## src/rtl/vga_frame_sequencer.sv

```systemverilog
// 640x480@60 raster timing, pixel-stage enables/coordinates and frame-store arbitration.
// Latency: enables/coords/frame_tick 1 cycle from counters, syncs 2 cycles; arbiter outputs registered.
// Backpressure: none on the raster; game writes wait (PENDING) until the vertical blanking window.
module vga_frame_sequencer #(
   parameter int H_ACTIVE  = 640,
   parameter int H_FP      = 16,
   parameter int H_SYNC    = 96,
   parameter int H_BP      = 48,
   parameter int V_ACTIVE  = 480,
   parameter int V_FP      = 10,
   parameter int V_SYNC    = 2,
   parameter int V_BP      = 33,
   parameter int SCORE_H   = 40,
   parameter int COORD_BIT = 10
) (
   input  logic                 clock_25,
   input  logic                 reset,
   input  logic                 game_running,
   input  logic                 update_req,
   input  logic                 update_done,
   output logic                 update_grant,
   output logic                 update_overrun,
   output logic                 hsync,
   output logic                 vsync,
   output logic                 display_area,
   output logic                 game_enable,
   output logic                 score_time_enable,
   output logic [COORD_BIT-1:0] pixel_x,
   output logic [COORD_BIT-1:0] pixel_y,
   output logic                 frame_tick
);

   localparam int H_TOTAL = H_ACTIVE + H_FP + H_SYNC + H_BP;
   localparam int V_TOTAL = V_ACTIVE + V_FP + V_SYNC + V_BP;

   localparam logic [COORD_BIT-1:0] H_ACT_C   = COORD_BIT'(H_ACTIVE);
   localparam logic [COORD_BIT-1:0] H_SS_C    = COORD_BIT'(H_ACTIVE + H_FP);
   localparam logic [COORD_BIT-1:0] H_SE_C    = COORD_BIT'(H_ACTIVE + H_FP + H_SYNC);
   localparam logic [COORD_BIT-1:0] H_LAST_C  = COORD_BIT'(H_TOTAL - 1);
   localparam logic [COORD_BIT-1:0] V_ACT_C   = COORD_BIT'(V_ACTIVE);
   localparam logic [COORD_BIT-1:0] V_SS_C    = COORD_BIT'(V_ACTIVE + V_FP);
   localparam logic [COORD_BIT-1:0] V_SE_C    = COORD_BIT'(V_ACTIVE + V_FP + V_SYNC);
   localparam logic [COORD_BIT-1:0] V_LAST_C  = COORD_BIT'(V_TOTAL - 1);
   localparam logic [COORD_BIT-1:0] SCORE_C   = COORD_BIT'(SCORE_H);

   typedef enum logic [1:0] {
      ST_IDLE,
      ST_PENDING,
      ST_GRANTED
   } arb_state_t;

   logic [COORD_BIT-1:0] h_cnt_q, h_cnt_d;
   logic [COORD_BIT-1:0] v_cnt_q, v_cnt_d;

   logic                 display_area_q, display_area_d;
   logic                 game_enable_q, game_enable_d;
   logic                 score_time_enable_q, score_time_enable_d;
   logic [COORD_BIT-1:0] pixel_x_q, pixel_x_d;
   logic [COORD_BIT-1:0] pixel_y_q, pixel_y_d;
   logic                 frame_tick_q, frame_tick_d;
   logic                 hsync_s1_q, hsync_s1_d;
   logic                 vsync_s1_q, vsync_s1_d;
   logic                 hsync_q, hsync_d;
   logic                 vsync_q, vsync_d;

   arb_state_t           state_q;
   logic                 update_grant_q;
   logic                 update_overrun_q;

   logic                 visible;
   logic                 in_score;
   logic                 grant_ok;
   logic                 window_open;
   logic                 frame_end;

   always_comb begin
      h_cnt_d = h_cnt_q + 1'b1;
      v_cnt_d = v_cnt_q;
      if (h_cnt_q == H_LAST_C) begin
         h_cnt_d = '0;
         v_cnt_d = (v_cnt_q == V_LAST_C) ? '0 : v_cnt_q + 1'b1;
      end
   end

   always_comb begin
      visible             = (h_cnt_q < H_ACT_C) && (v_cnt_q < V_ACT_C);
      in_score            = v_cnt_q < SCORE_C;
      display_area_d      = visible;
      pixel_x_d           = visible ? h_cnt_q : '0;
      pixel_y_d           = visible ? v_cnt_q : '0;
      score_time_enable_d = visible && in_score;
      game_enable_d       = visible && !in_score && game_running;
      frame_tick_d        = (h_cnt_q == '0) && (v_cnt_q == V_ACT_C);
      hsync_s1_d          = !((h_cnt_q >= H_SS_C) && (h_cnt_q < H_SE_C));
      vsync_s1_d          = !((v_cnt_q >= V_SS_C) && (v_cnt_q < V_SE_C));
      // Second sync stage lines the syncs up with the registered colour output.
      hsync_d             = hsync_s1_q;
      vsync_d             = vsync_s1_q;
   end

   always_ff @(posedge clock_25) begin
      if (reset) begin
         h_cnt_q             <= '0;
         v_cnt_q             <= '0;
         display_area_q      <= 1'b0;
         game_enable_q       <= 1'b0;
         score_time_enable_q <= 1'b0;
         pixel_x_q           <= '0;
         pixel_y_q           <= '0;
         frame_tick_q        <= 1'b0;
         hsync_s1_q          <= 1'b1;
         vsync_s1_q          <= 1'b1;
         hsync_q             <= 1'b1;
         vsync_q             <= 1'b1;
      end else begin
         h_cnt_q             <= h_cnt_d;
         v_cnt_q             <= v_cnt_d;
         display_area_q      <= display_area_d;
         game_enable_q       <= game_enable_d;
         score_time_enable_q <= score_time_enable_d;
         pixel_x_q           <= pixel_x_d;
         pixel_y_q           <= pixel_y_d;
         frame_tick_q        <= frame_tick_d;
         hsync_s1_q          <= hsync_s1_d;
         vsync_s1_q          <= vsync_s1_d;
         hsync_q             <= hsync_d;
         vsync_q             <= vsync_d;
      end
   end

   // The last blanking line is excluded so a fresh grant always has at least a line to work in.
   assign grant_ok    = (v_cnt_q >= V_ACT_C) && (v_cnt_q != V_LAST_C);
   assign window_open = (v_cnt_q == V_ACT_C) && (h_cnt_q == '0);
   assign frame_end   = (v_cnt_q == V_LAST_C) && (h_cnt_q == H_LAST_C);

   always_ff @(posedge clock_25) begin
      if (reset) begin
         state_q          <= ST_IDLE;
         update_grant_q   <= 1'b0;
         update_overrun_q <= 1'b0;
      end else begin
         update_overrun_q <= 1'b0;
         case (state_q)
            ST_IDLE: begin
               if (update_req) begin
                  if (grant_ok) begin
                     state_q        <= ST_GRANTED;
                     update_grant_q <= 1'b1;
                  end else begin
                     state_q <= ST_PENDING;
                  end
               end
            end
            ST_PENDING: begin
               if (!update_req) begin
                  state_q <= ST_IDLE;
               end else if (window_open) begin
                  state_q        <= ST_GRANTED;
                  update_grant_q <= 1'b1;
               end
            end
            ST_GRANTED: begin
               // A request still held after release or revoke waits for the next frame's window.
               if (update_done || !update_req) begin
                  update_grant_q <= 1'b0;
                  state_q        <= update_req ? ST_PENDING : ST_IDLE;
               end else if (frame_end) begin
                  update_grant_q   <= 1'b0;
                  update_overrun_q <= 1'b1;
                  state_q          <= ST_PENDING;
               end
            end
            default: begin
               state_q        <= ST_IDLE;
               update_grant_q <= 1'b0;
            end
         endcase
      end
   end

   assign update_grant      = update_grant_q;
   assign update_overrun    = update_overrun_q;
   assign hsync             = hsync_q;
   assign vsync             = vsync_q;
   assign display_area      = display_area_q;
   assign game_enable       = game_enable_q;
   assign score_time_enable = score_time_enable_q;
   assign pixel_x           = pixel_x_q;
   assign pixel_y           = pixel_y_q;
   assign frame_tick        = frame_tick_q;

endmodule

```

## config.mk

```make
export PLATFORM = sky130hd
export DESIGN_NAME = vga_frame_sequencer
export DESIGN_NICKNAME = d
export VERILOG_FILES = /design/src/rtl/vga_frame_sequencer.sv
export SDC_FILE = /design/constraint.sdc
export NUM_CORES = 1
export LEC_CHECK = 0
export ABC_AREA = 1
export CORE_UTILIZATION = 41
export CTS_BUF_LIST = sky130_fd_sc_hd__clkbuf_8
export CTS_CLUSTER_SIZE = 40
export DETAILED_ROUTE_END_ITERATION = 16
export DONT_BUFFER_PORTS = 1
export GPL_TIMING_DRIVEN = 0
export SYNTH_ARGS = -nofsm -noshare
export SYNTH_HDL_FRONTEND = slang
export SYNTH_SLANG_ARGS = --single-unit
```

## constraint.sdc

```tcl
create_clock -name clock_25 -period 1.79 [get_ports clock_25]
set_input_delay 0.358 -clock clock_25 [delete_from_list [all_inputs] [get_ports clock_25]]
set_output_delay 0.358 -clock clock_25 [all_outputs]
set_load 0.01 [all_outputs]
```

# After elaboration in Yosys (flattened, before gate mapping)
# Index checks and enable logic that the tools add are counted.
[op_classes]
reduce_logical = 21
mux = 17
eq_ne = 12
n_lt_le_gt_ge = 8
addsub = 2
bitwise = 2
[op_table]
columns = ["cell", "count"]
rows = [
  ["10-bit by 1-bit adder with 10-bit output, second input constant", 2],
  ["10-bit == test, second input constant", 2],
  ["10-bit by 9-bit >= comparator with 1-bit output, second input constant", 2],
  ["10-bit < comparator, second input constant", 2],
  ["10-bit by 9-bit < comparator with 1-bit output, second input constant", 2],
  ["2-bit 2-to-1 mux", 6],
  ["10-bit by 9-bit == test with 1-bit output, second input constant", 1],
  ["10-bit >= comparator, second input constant", 1],
  ["10-bit logical NOT", 1],
  ["10-bit by 6-bit < comparator with 1-bit output, second input constant", 1],
  ["10-bit 2-to-1 mux", 1],
  ["10-bit inequality test, second input constant", 1],
  ["1-bit logical AND", 9],
  ["1-bit 2-to-1 mux", 8],
  ["2-bit inequality test, second input constant", 4],
  ["3-bit inequality test, second input constant", 2],
  ["2-bit case mux with 3 select lines", 1],
  ["5-bit AND reduction", 1],
  ["1-bit logical NOT", 4],
  ["2-bit OR reduction", 2],
  ["1-bit case mux with 3 select lines", 1],
  ["3-bit AND reduction", 1],
  ["3-bit OR reduction", 1],
  ["2-bit by 1-bit == test with 1-bit output, second input constant", 1],
  ["4 further kinds", 5],
]
[word_totals]
out_inout_bits = 28
inputBits = 5
regBits = 52

# Depth between registers and ports, before layout
[depth]
ltp_word = 5
depth_mapped = 11

# Worst setup path after synthesis
# Ideal clock, no wire load.
[synth_timing]
path_kind = "register to register"
from = "register v_cnt_q[0]"
to = "register v_cnt_q[4]"
synth_period_minus_slack_ps = 1407
path_slack_ps = 383
stages_incl_launch_ff = 12
arrival_time_ps = 1288
t_required_ps = 1671
path_buffers = 0
cell_sequence = "dfxtp_1 > inv_1 > ha_1 > nand2_1 > nor2_2 > nand2_1 > nor2_2 > nand2_4 > nand2_1 > inv_2 > o21ai_0 > a21oi_1"
[synth_between]
elab_chain_cells = 2
word_cells_on_any_way = 3
classes_between = "add/sub: 1; eq/ne: 1; mux: 1"
[synth_lines]
columns = ["element", "line_no", "rtl"]
rows = [
  ["from (decl)", "53", "logic [COORD_BIT-1:0] v_cnt_q, v_cnt_d;"],
  ["from (signal assigned)", "117", "v_cnt_q <= v_cnt_d;"],
  ["10-bit by 1-bit adder with 10-bit output / 10-bit == test (equally long branches)", "81", "v_cnt_d = (v_cnt_q == V_LAST_C) ? '0 : v_cnt_q + 1'b1;"],
  ["10-bit 2-to-1 mux (*)", "81", ""],
]
# Mark *: on every way between the ends. The rest lies on a longest branch, timed or not.
# A chain may end at the register's enable or synchronous reset.

# Worst setup path in the final report
# Same ends and word-level chain as after synthesis.

==> results.md <==
- The flow ran to the end, and the final reports show no timing, DRC or antenna violations.
- Yosys instantiated no cell more often than sky130_fd_sc_hd__dfxtp_1.
- The leakage dissipation is 0.939 nW.
- For this run, the slowest stage of the critical path takes 0.37 ns.
- In this run, synthesis inferred 0 flip-flops with an integrated enable.
- The worst-path maximum fanout is 6.
- The worst path arrival time is 1.81 ns.
- Setup slack closes at 0.182 ns.
- The number of synthesis warnings is 0.
- The net count of the finished layout is 289.
- The total buffers and inverters traversed by the critical path is 2.
- The congestion estimate from routability-driven global placement came to 0.823.
- The total CTS buffers is 5.
- The first global-routing pass estimated 7160 um of wire.
- Of the total power, the share spent switching nets is 0.238.
- The period utilization is 0.899.
- The number of vias per cell after detailed routing is 4.80.
- The count of distinct cell types in the synthesized netlist is 31.
- The async set-or-reset flop fraction in the synthesized netlist is 0.
- The number of setup violations in the final report is 0.
- The setup TNS is 0 ns.
- Entering global routing, the biggest net connects 17 pins.
- The die covers 0.00549 mm2.
- The library cell contributing the largest single delay on the critical path is sky130_fd_sc_hd__dfxtp_1.
- Summed over all nets, the switching power comes to 0.000463 W.
- Across the routed clock network, the largest skew measured is between 0.008 and 0.009 ns.
- The later pin in the worst-skew pair is clocked with a latency of 0.31 ns.
- The count of boundary I/O pins is 33.
- The clock sink count is 52.
- Before antenna repair, the detailed router went through 4 iterations.
- The DRC violation count after routing is 0.
- The library cell occupying the most area in the post-synthesis netlist is sky130_fd_sc_hd__dfxtp_1.
- The buffer levels on the longest clock path is 2.
- The clock share of power is 0.338.
- The count of nets left with antenna violations after detail routing is 0.
- The layout overhead on the synthesized area is 8.52%.
- The cell area after technology mapping is about 0.0021 mm2.
- Detailed placement ended at an HPWL of 3070 um.
- The TritonCTS clock tree is done.
- The kind of cell with the highest combined delay on the critical path is simple AND/OR/NAND/NOR gates.
- After synthesis, the cell types taking the most area are sky130_fd_sc_hd__dfxtp_1, sky130_fd_sc_hd__nor2_1, sky130_fd_sc_hd__nand2_1.
- During placement, the flow inserted port buffers numbering 0.
- The mean instance size in the synthesized netlist is ~8 um2.
- The routed design could run at a clock period as short as 1.61 ns.
- The area share of the leading cell type in the synthesized netlist is 0.489.
- The number of antenna diodes in the final layout is 0.
- For this run the aggregate overflow at the end of global routing stands at 0.
- The H-tree was split into 2 levels.
- The net count of the mapped netlist is 281.
- Clock-pin slew was measured on the worst setup and hold paths at 0.09 ns.
- IR analysis of the VDD net gives a maximum drop of 0.000382 V.
- The critical path goes through inv_2 -> ha_1 -> nand2_1 -> nor2_2 -> nand2_1 -> nor2_2 -> nand2_4 -> nand2_1 -> inv_2 -> o21ai_0 -> a21oi_1.
- The type of the setup path with the least slack is reg2reg.
- The number of register bits inferred by synthesis is 52.
- The detailed router finished its first iteration with 116 violations.
- The fraction of final layout cells with drive strength greater than 1 is 0.129.
- The share of total power dissipated in combinational logic is 0.048.
- Power spread over the standard cell area amounts to 842 mW/mm2.
- The average detailed-routed wire length per instance is 11.9 um.
- The fraction of the core area covered by cells at the end of the flow is 0.477.
- The portion of total power attributed to sequential cells is 0.614.
- The internal power contribution is roughly 0.0015 W.
- The number of max-capacitance violations reported is 0.
- The via count of the first global-routing pass came to 1574.
- The prevailing post-synth register cell is sky130_fd_sc_hd__dfxtp_1.
- The area of the core region is roughly 0.0048 mm2.
- The global routing usage summed across all routing layers is 0.173.
- The post-cts hold buffer count is 0.
- On the final layout, the worst hold slack is about 0.11 ns.
- STA classifies the critical path endpoint as a register.
- Derived from the worst setup path, the maximum achievable clock frequency is ~0.62 GHz.
- The number of antenna violations at the first check in global routing is 0.
- Setup repair after global routing left no endpoint under its margin.
- For this configuration, the core starts out at a cell density of 0.439.
- For this block, the routed nets add up to 4110 um of wire.
- The max-slew violation count came to 0.
- The die boundary width is 74.1 um.
- The chip height is between 70 and 80 um.
- The placement-stage worst setup slack is 0.149 ns.
- The class of the worst hold path is in2reg.
- By count the netlist is led by sky130_fd_sc_hd__dfxtp_1, sky130_fd_sc_hd__nor2_1, sky130_fd_sc_hd__nand2_1, sky130_fd_sc_hd__inv_1, sky130_fd_sc_hd__nand3_1.
- The row count is 25.
- The final-report hold violation count is 0.
- Summing over every cut layer, the via total after detailed routing is between 1500 and 2000.
- The most numerous cell type found on the critical path is sky130_fd_sc_hd__nand2_1.
- The data required time at the worst endpoint is 1.99 ns.
- The sort of element at the start of the critical path is a register.
- CTS placed an instance of sky130_fd_sc_hd__clkbuf_8 at the clock tree root.
- After technology mapping, the gate count stands at between 200 and 300.
- The share of the Yosys chip area taken by registers is 0.489.
[cells by family after synthesis]
kind of cell,synth area share
simple gates,0.345
flops,0.489
buf+inv,0.0682
compound gates,0.0605
fa+ha+maj,0.0235
xor+xnor,0.0123
other cells,0.00176
[cell usage in the layout (no fill, tap or decap), drive strengths merged]
cell type	n
conb	1
nor4	4
clkinvlp	1
o21ai	6
nor2	58
inv	36
clkbuf	6
buf	3
dfxtp	52
nand2	52
o21a	1
nand4	11
ha	4
xor2	3
or2	2
a21oi	13
o2111ai	1
nand3	14
a31oi	1
nor3	9
nor3b	2
[power groups by stage]
stage / Combinational (W) / Clock [W] / Sequential (W)
2_1_floorplan: 0.0000740 / 0 / 0.00122
3_3_place_gp: 0.0000916 / 0 / 0.00122
3_5_place_dp: 0.0000926 / 0 / 0.00122
4_1_cts: 0.0000928 / 0.000686 / 0.00120
5_1_grt: 0.000112 / 0.000731 / 0.00120
6_report: 0.0000924 / 0.000657 / 0.00119
[layout make-up]
| cell class | instances | area (um2) |
|---|---|---|
| clock buffers | 5 | 68.8 |
| flip-flops and latches | 52 | 1040 |
| plain buffers | 3 | 13.8 |
| inverters | 35 | 131 |
| clock inverters | 2 | 16.3 |
| multi-input cells | 182 | 948 |
| repair buffers | 1 | 7.51 |
| well taps | 67 | 83.8 |
| fillers | 477 | 2540 |
[per-layer routing]
layer | vias to the layer above | track usage | routed length, um
li1 | 887 | - | -
met1 | 740 | 0.223 | 1970
met2 | 32 | 0.276 | 1930
met3 | 6 | 0.0447 | 146
met4 | 0 | 0.0726 | 68
met5 | - | 0 | 0
[per-stage QoR]
stage	instances	area, um2	total power [W]
global placement	339	2210	0.00131
global route	347	2310	0.00204
floorplan	272	2130	0.00129
finish	347	2310	0.00194
CTS	346	2300	0.00197
detailed placement	339	2210	0.00132
[sequential cells by signal, indices dropped and copies added, names as in the netlist, 2 cells and up]
| name | cells |
|---|---|
| pixel_y | 10 |
| v_cnt_q | 10 |
| pixel_x | 10 |
| h_cnt_q | 10 |
| state_q | 2 |
[timing repair]
action                     4_1_cts  5_1_grt
resized for setup                0        2
buffers inserted                 0        1
setup endpoints to repair        0        8
[worst paths after layout]
| check | startpoint | slack, ns | end | cells past startpoint |
|---|---|---|---|---|
| worst max-delay path | v_cnt_q[0] | 0.18 | v_cnt_q[4] | 11 |
| worst min-delay path | update_done | 0.11 | update_overrun | 1 |
| worst max register to register | v_cnt_q[0] | 0.18 | v_cnt_q[4] | 11 |
| worst min register to register | vsync_d | 0.42 | vsync | 1 |
(Power assumes the default switching activity.)
